--- config.mk ---
export PLATFORM = sky130hd
export DESIGN_NAME = rr_arb_mux
export DESIGN_NICKNAME = d
export VERILOG_FILES = /design/src/rtl/rr_arb_mux_pkg.sv /design/src/rtl/rr_arb_mux_arbiter.sv /design/src/rtl/rr_arb_mux.sv
export SDC_FILE = /design/constraint.sdc
export NUM_CORES = 1
export LEC_CHECK = 0
export BUFFER_PORTS_ARGS = -buffer_cell sky130_fd_sc_hd__buf_2
export CAP_MARGIN = 10
export CELL_PAD_IN_SITES_DETAIL_PLACEMENT = 0
export CELL_PAD_IN_SITES_GLOBAL_PLACEMENT = 1
export CORE_MARGIN = 2
export CORE_UTILIZATION = 30
export CTS_CLUSTER_DIAMETER = 40
export DETAILED_ROUTE_END_ITERATION = 6
export HOLD_SLACK_MARGIN = 0.1
export MAX_ROUTING_LAYER = met4
export PLACE_DENSITY_LB_ADDON = 0.1
export SYNTH_ARGS = -nofsm -noshare
export SYNTH_HDL_FRONTEND = slang
export SYNTH_SLANG_ARGS = --single-unit
export TNS_END_PERCENT = 30
--- constraint.sdc ---
create_clock -name clk -period 4.3 [get_ports clk]
set_input_delay 0.43 -clock clk [delete_from_list [all_inputs] [get_ports clk]]
set_output_delay 0.43 -clock clk [all_outputs]
set_load 0.05 [all_outputs]
--- src/rtl/rr_arb_mux_pkg.sv ---
// Shared helpers for the round-robin arbitrated word selector.
// Index arithmetic used by the arbiter search and grant encoding.
package rr_arb_mux_pkg;

   localparam int ARB_N_MAX = 16;

   function automatic int wrap_idx(int base, int off, int n);
      return (base + off) % n;
   endfunction

   function automatic int oh2idx(logic [ARB_N_MAX-1:0] v);
      int r;
      r = 0;
      for (int i = 0; i < ARB_N_MAX; i++) begin
         if (v[i]) r = i;
      end
      return r;
   endfunction

endpackage

--- src/rtl/rr_arb_mux_arbiter.sv ---
// N-way arbiter: round-robin from a held pointer, or fixed lowest-index.
// Grant is combinational from req and the pointer; pointer moves on en.
module rr_arbiter
   import rr_arb_mux_pkg::*;
#(
   parameter int N     = 4,
   parameter int RR    = 1,
   parameter int SEL_W = $clog2(N)
) (
   input  logic             clk,
   input  logic             rst_n,
   input  logic [N-1:0]     req,
   input  logic             en,
   output logic [N-1:0]     gnt,
   output logic [SEL_W-1:0] gnt_idx,
   output logic [SEL_W-1:0] last_grant
);

   logic [SEL_W-1:0] r_last;
   logic [N-1:0]     w_gnt;
   logic             w_hit;
   logic [SEL_W-1:0] w_pos;

   always_comb begin
      w_gnt = '0;
      w_hit = 1'b0;
      w_pos = '0;
      for (int k = 0; k < N; k++) begin
         if (RR != 0)
            w_pos = SEL_W'(wrap_idx(int'(r_last), k + 1, N));
         else
            w_pos = SEL_W'(k);
         if (!w_hit && req[w_pos]) begin
            w_gnt[w_pos] = 1'b1;
            w_hit        = 1'b1;
         end
      end
   end

   assign gnt        = w_gnt;
   assign gnt_idx    = SEL_W'(oh2idx(ARB_N_MAX'(w_gnt)));
   assign last_grant = r_last;

   // Reset to N-1 so channel 0 is searched first.
   always_ff @(posedge clk or negedge rst_n) begin
      if (!rst_n)
         r_last <= SEL_W'(N - 1);
      else if (en && (RR != 0))
         r_last <= gnt_idx;
   end

endmodule

--- src/rtl/rr_arb_mux.sv ---
// N-input arbitrated selector with a single registered output stage.
// One-cycle latency, one word per cycle when the consumer keeps up.
module rr_arb_mux
   import rr_arb_mux_pkg::*;
#(
   parameter int WIDTH = 32,
   parameter int N     = 4,
   parameter int RR    = 1,
   parameter int SEL_W = $clog2(N)
) (
   input  logic             clk,
   input  logic             rst_n,
   input  logic [N-1:0]     in_valid,
   output logic [N-1:0]     in_ready,
   input  logic [N*WIDTH-1:0] in_data,
   output logic             out_valid,
   input  logic             out_ready,
   output logic [WIDTH-1:0] out_data,
   output logic [SEL_W-1:0] out_sel
);

   logic             r_valid;
   logic [WIDTH-1:0] r_data;
   logic [SEL_W-1:0] r_sel;

   logic [N-1:0]     w_gnt;
   logic [SEL_W-1:0] w_idx;
   logic [SEL_W-1:0] w_last;
   logic             w_load;
   logic             w_xfer;
   logic [WIDTH-1:0] w_word;

   rr_arbiter #(
      .N     (N),
      .RR    (RR),
      .SEL_W (SEL_W)
   ) u_arb (
      .clk        (clk),
      .rst_n      (rst_n),
      .req        (in_valid),
      .en         (w_xfer),
      .gnt        (w_gnt),
      .gnt_idx    (w_idx),
      .last_grant (w_last)
   );

   // rst_n gates ready so nothing is accepted while reset is held.
   assign w_load   = (!r_valid || out_ready) && rst_n;
   assign in_ready = w_gnt & {N{w_load}};
   assign w_xfer   = |(in_valid & in_ready);

   always_comb begin
      w_word = '0;
      for (int i = 0; i < N; i++) begin
         w_word = w_word | (in_data[i*WIDTH +: WIDTH] & {WIDTH{w_gnt[i]}});
      end
   end

   always_ff @(posedge clk or negedge rst_n) begin
      if (!rst_n) begin
         r_valid <= 1'b0;
         r_data  <= '0;
         r_sel   <= '0;
      end else if (w_xfer) begin
         r_valid <= 1'b1;
         r_data  <= w_word;
         r_sel   <= w_idx;
      end else if (out_ready) begin
         r_valid <= 1'b0;
      end
   end

   assign out_valid = r_valid;
   assign out_data  = r_data;
   assign out_sel   = r_sel;

   logic w_unused;
   assign w_unused = ^w_last;

endmodule
# [After elaboration in Yosys (flattened, before gate mapping)]
# Index checks and enable logic that the tools add are counted.
[classes] shift=0 reduce_logical=15 mux=28 n_mul=0 order_cmp=8 n_eq_ne=0 div_mod_pow=0 bitwise_logic=12 addsub=4
[ops] operator="bitwise AND 32 bit" n=4
[ops] operator="OR 32 bit" n=3
[ops] operator="2-to-1 mux 4 bit" n=4
[ops] operator="2-to-1 mux 1 bit" n=14
[ops] operator="< comparator 2 x 3 -> 1 bit, second input constant" n=4
[ops] operator="OR 4 bit" n=3
[ops] operator="bitwise AND 4 bit" n=2
[ops] operator="binary-select mux 1 bit (select 2 bit)" n=4
[ops] operator="demux 1 bit (select 2 bit)" n=4
[ops] operator="greater-or-equal comparator 2 x 1 -> 1 bit, second input constant" n=4
[ops] operator="logical AND 1 bit" n=8
[ops] operator="adder 2 x 1 -> 2 bit, second input constant" n=2
[ops] operator="adder 2 bit, second input constant" n=2
[ops] operator="zero test 1 bit" n=4
[ops] operator="2-to-1 mux 2 bit" n=2
[ops] operator="OR reduction 4 bit" n=1
[ops] operator="nonzero test 2 bit" n=1
[ops] operator="logical OR 1 bit" n=1
[totals] inputBits=135 mem_count=0 latch_bits=0 word_cells=71 output_inout_bits=39 reg_bits=37 ram_bits=0 rom_bits=0

# [Longest topological paths before layout]
[logic_depth] word_depth=17 ltp_mapped=13

# [Hierarchy]
# A second synthesis with hierarchy kept.
[hier_totals] hier_cells=240 hier_area_um2=2591.2
[modules_own_cells] module="rr_arb_mux" cells_per_inst=194 area_per_inst_um2=2135.8 n_inst=1
[modules_own_cells] module="rr_arbiter" cells_per_inst=46 area_per_inst_um2=455.4 n_inst=1

# [Least setup slack after synthesis]
# No wires, ideal clock.
[synth_timing] path_type="reg2out" from="register u_arb.r_last[0], in the netlist u_arb.last_grant[0]" to="output port in_ready[3]" n_path_buf=4 arrival_ns=3.490 slack_ns=0.380 path_stages_with_launch=12 cell_sequence="dfstp_2 -> buf_6 -> inv_2 -> ha_1 -> clkbuf_1 -> nor3b_1 -> a21oi_1 -> o32ai_1 -> a221o_1 -> clkbuf_1 -> clkbuf_1 -> nor2b_1"
[synth_between] elab_chain_cells=14 word_cells_on_any_way=49
[synth_rtl] element="from (decl)" line_no="rr_arb_mux_arbiter.sv:19" source="logic [SEL_W-1:0] r_last;"
[synth_rtl] element="from (signal assigned)" line_no="rr_arb_mux_arbiter.sv:47" source="r_last <= SEL_W'(N - 1);"
[synth_rtl] element="from (signal assigned)" line_no="rr_arb_mux_arbiter.sv:49" source="r_last <= gnt_idx;"
[synth_rtl] element="parallel branches: the longest is 12 deep, another holds < comparator 2 x 3 -> 1 bit"
[synth_rtl] element="2-to-1 mux 4 bit *" line_no="rr_arb_mux_arbiter.sv:33" source="if (!w_hit && req[w_pos]) begin"
[synth_rtl] element="bitwise AND 4 bit *" line_no="rr_arb_mux.sv:49" source="assign in_ready = w_gnt & {N{w_load}};"
[synth_rtl] element="to (decl)" line_no="rr_arb_mux.sv:14" source="output logic [N-1:0] in_ready,"
# Every way passes the cells marked *. The select of a mux whose other input is x is not followed.

# [Worst setup path after layout]
[layout_timing] from="register u_arb.r_last[0], in the netlist u_arb.last_grant[0]" to="output port in_ready[0]"
# Same word-level chain as after synthesis.

==> results.txt <==
----------------------------------------------------
[Outcome]
  Outcome ... complete, no violations

[Finish]
  Total inserted antenna cells ... 0
  Layout area overhead ... 41.4%
  Util after Layout ... around 43%
  Fraction of final layout cells sized beyond drive strength 1 ... a little over half
  Area taken by multi-input logic gates ... 1550 sq um
  Sequential standard cell area ... 928 sq um
  Net total in the final layout ... 570
  Filler Cells Inserted ... 880

[Setup path]
  Worst setup path class ... reg -> out
  Critical path's largest stage delay ... roughly 0.71 ns
  Setup crit start kind ... register
  Slowest stage cell on the critical path ... dfstp_2
  Kind of end point of the critical path ... output pin
  Worst-case register-to-register setup slack ... around 0.71 ns
  Required time of the worst setup path ... 3.87 ns
  Number of cells on the worst reg-to-reg path ... 10
  Crit path DAT ... 3.46 ns
  Critical path, cell by cell ... inv_2 -> ha_1 -> nor3b_1 -> a21oi_1 -> o32ai_2 -> a221o_1 -> buf_4 -> nor2b_1 -> buf_2
  Largest driver fanout on the critical path ... 33

[Synthesis]
  Mean Syn Cell Area ... between 10 and 15 sq um
  Primary FF master, synth ... dfrtp_1
  Flip-flop and latch count after synthesis ... 37
  Share of synthesized area occupied by flip-flops and latches ... between 30% and 40%
  Count of mapped cells out of synthesis ... 261
  Number of distinct standard cells referenced by the synthesized netlist ... 30
  Post-synthesis net count ... 404
  Count of synthesis-stage warnings from yosys ... 0
  Number of synthesized flops with an enable pin ... 0
  FFs w/ async S/R, synth ... between 90% and 100%
  Area of the mapped netlist ... roughly 2600 sq um

[Global route]
  Largest net degree at the start of global routing ... 38
  Number of antenna violations at the first check in global routing ... 0
  Global route total overflow ... 0
  Combined global-route utilization of all metal layers ... 18.4%
  First-pass GRT wire length ... around 14000 um
  Vias in the first global route ... 2666

[Detailed routing]
  Ratio of routed vias to standard cells ... 5.07
  Number of violations reported at the end of detailed-routing iteration 0 ... 195
  Post-detailed-routing wire length ... 8450 um
  Routed wirelength normalized by instance count ... 15.8 um
  Via count ... 2717
  Number of antenna-violating nets in the routed design ... 0
  DRT Pass-1 Iters ... 6
  Number of remaining DRC errors ... 0

[Clock network]
  Post-CTS Repair Setup Buffers ... 0
  Worst-Skew Late Latency ... 0.28 ns
  Clock root cell ... clkbuf_8
  Clock input transition at the sequential cells of the worst setup and hold paths ... 0.07 ns
  Total CTS buffers ... 5
  Total clock sinks ... 37
  Clk buf depth ... 2
  TritonCTS clock tree ... done
  Number of H-tree levels ... 2
  Hold buffer count at cts ... 0

[Timing]
  Slew @ Worst Pin ... 0.820 ns
  Max_slew headroom ... between 40% and 50%
  Final critical-path required period ... 3.89 ns
  Setup repair after global routing missed its margin ... false
  Period Utilization, post-route ... just over 90%
  Final Hold Viols ... 0
  Largest clock skew in the final design ... 0.00620 ns
  Max-slew violation total from the final report ... 0
  Achievable Freq ... 257 MHz
  Setup-violating endpoint count in the final report ... 0
  Setup TNS after final layout ... 0 ns
  Final critical-path setup slack ... a little over 0.4 ns

[Floorplanning]
  Number of rows in the core area ... 34
  Die outline area ... ~9500 sq um
  Die X-Extent ... 97.3 um
  Die extent in y ... between 90 and 100 um
  Core ar. ... between 8000 and 9000 sq um
  Initial cell density of the core ... 30.4%
  # IOs ... around 170

[Power and ir drop]
  Areal power density over the cells ... 1000 nW/um^2
  Total net switching power ... ~0.0019 W
  Fraction of power consumed by combinational cells ... 74.2%
  Part of the total power dissipated in the clock network ... 8.3%
  Total chip power ... 0.00371 W
  Total internal power ... 0.00179 W
  Switching fraction of total power ... 51.8%
  Proportion of power drawn by flip-flops and latches ... ~18%
  Worst vdd rail ir drop ... 0.000344 V
  Leakage Power ... 1.95 nW

[Placed design]
  Dpl hpwl ... between 6000 and 7000 um
  Buffers on Ports ... 173
  Routability congestion estimate from global placement ... 0.796
  Setup WS pre-CTS ... 0.491 ns

[Hold path]
  Hold WC Path Type ... in -> async

[Job]
  Max-cap viol count ... 0

----------------------------------------------------
-- synth_stat cells (all sizes together) (2+ instances only) --
master   n  area [sq um]
mux2    33           465
clkbuf  15          56.3
buf      7          60.1
mux2i    6          60.1
dfrtp   35           876
a22o     2          17.5
inv      6          22.5
a21oi    5          36.3
a222oi  34           340
o21ai    3          15.0
and3b    3          26.3
nor3b    2          15.0
nor2b    5          31.3
nand2   78           293
a221o    4          40.0
ha       8           100
o221ai   4          35.0
nor2     3          11.3
dfstp    2          52.6
-- final cells by class --
cell class / count / share of cell area, %
Tap cell: 108 / 3.66
Multi-Input combinational cell: 196 / 42.0
Timing Repair Buffer: 181 / 25.4
Sequential cell: 37 / 25.1
Clock inverter: 1 / 0.813
Clock buffer: 7 / 2.34
Inverter: 6 / 0.610
-- worst max-delay path, delay by kind of cell (launching register included) --
| kind | cells | cell delay (ns) |
|---|---|---|
| fa+ha+maj | 1 | 0.44 |
| simple gates | 2 | 0.41 |
| buf+inv | 3 | 0.79 |
| compound gates | 3 | 0.82 |
| flops | 1 | 0.71 |
-- registers in the layout (all words and copies together) (netlist names) --
signal,count
u_arb.last_grant,2
out_sel,2
out_valid,1
out_data,32
-- stage by stage --
step | cells | area (sq um) | hold slack (ns)
after floorplan | 261 | 2610 | 0.134
after global placement | 528 | 3570 | 0.485
after detailed placement | 528 | 3570 | 0.490
after CTS | 536 | 3690 | 0.243
after global routing | 536 | 3690 | 0.251
final | 536 | 3690 | 0.223
-- power by group through the flow --
| stage | Combinational [W] | Sequential, W | Clock, W |
|---|---|---|---|
| after floorplan | 0.00161 | 0.00118 | 0 |
| after global placement | 0.00276 | 0.000656 | 0 |
| after detailed placement | 0.00277 | 0.000653 | 0 |
| after CTS | 0.00277 | 0.000653 | 0.000319 |
| after global routing | 0.00297 | 0.000676 | 0.000339 |
| final | 0.00275 | 0.000651 | 0.000307 |
-- cell families after synthesis --
logic type	after synthesis	share of synthesized area, %
adders and majority gates	8	3.83
DFF	37	35.5
buffers and inverters	28	5.32
and+or+nand+nor	93	14.8
AOI/OAI and AO/OA	55	19.5
muxes	40	21.0
-- path summary, 6_finish.rpt --
check | from | endpoint
max reg2reg | u_arb.last_grant[0] | out_data[24]
max | u_arb.last_grant[0] | in_ready[0]
min in group clk | out_ready | out_valid
min reg2reg | out_data[31] | out_data[31]
min | rst_n | out_data[30]
max in group asynchronous | rst_n | u_arb.last_grant[1]
-- cell usage in the layout, fill, tap and decap left out --
master,synthesis,layout
inv_1,5,5
and3b_1,3,3
buf_12,0,1
nand2_1,78,78
a222oi_1,34,34
a22o_1,2,2
dfstp_2,2,2
nor2b_1,5,5
a21oi_4,1,1
mux4_2,1,1
or3_1,1,1
buf_2,3,173
bufinv_16,0,1
a211o_1,1,1
o221ai_1,4,4
nor2_1,3,3
o21bai_1,1,1
nor3b_1,2,2
nor3_1,1,1
o21ai_0,2,2
o21ai_1,1,1
a21oi_1,4,4
buf_4,0,7
mux2i_1,6,6
clkbuf_8,0,6
mux2_4,25,25
inv_2,1,1
clkbuf_1,15,1
ha_1,8,8
o32ai_2,0,1
mux2_2,8,8
a221o_1,4,4
dfrtp_1,35,35
-- timing repair --
item                                    CTS  global route
gates resized for setup                   0             1
hold endpoints to repair                  0             0
endpoints found under the setup margin    0             2
-- layer usage --
layer | part of all wire (%) | vias up | GRT usage [%]
li1 | - | 1325 | -
met1 | 43 | 1250 | 23.9
met2 | 49 | 138 | 30.7
met3 | 7.2 | 4 | 2.88
met4 | 0.59 | 0 | 3.53
met5 | 0 | - | -
No activity file was read; power rests on OpenSTA's default activity.
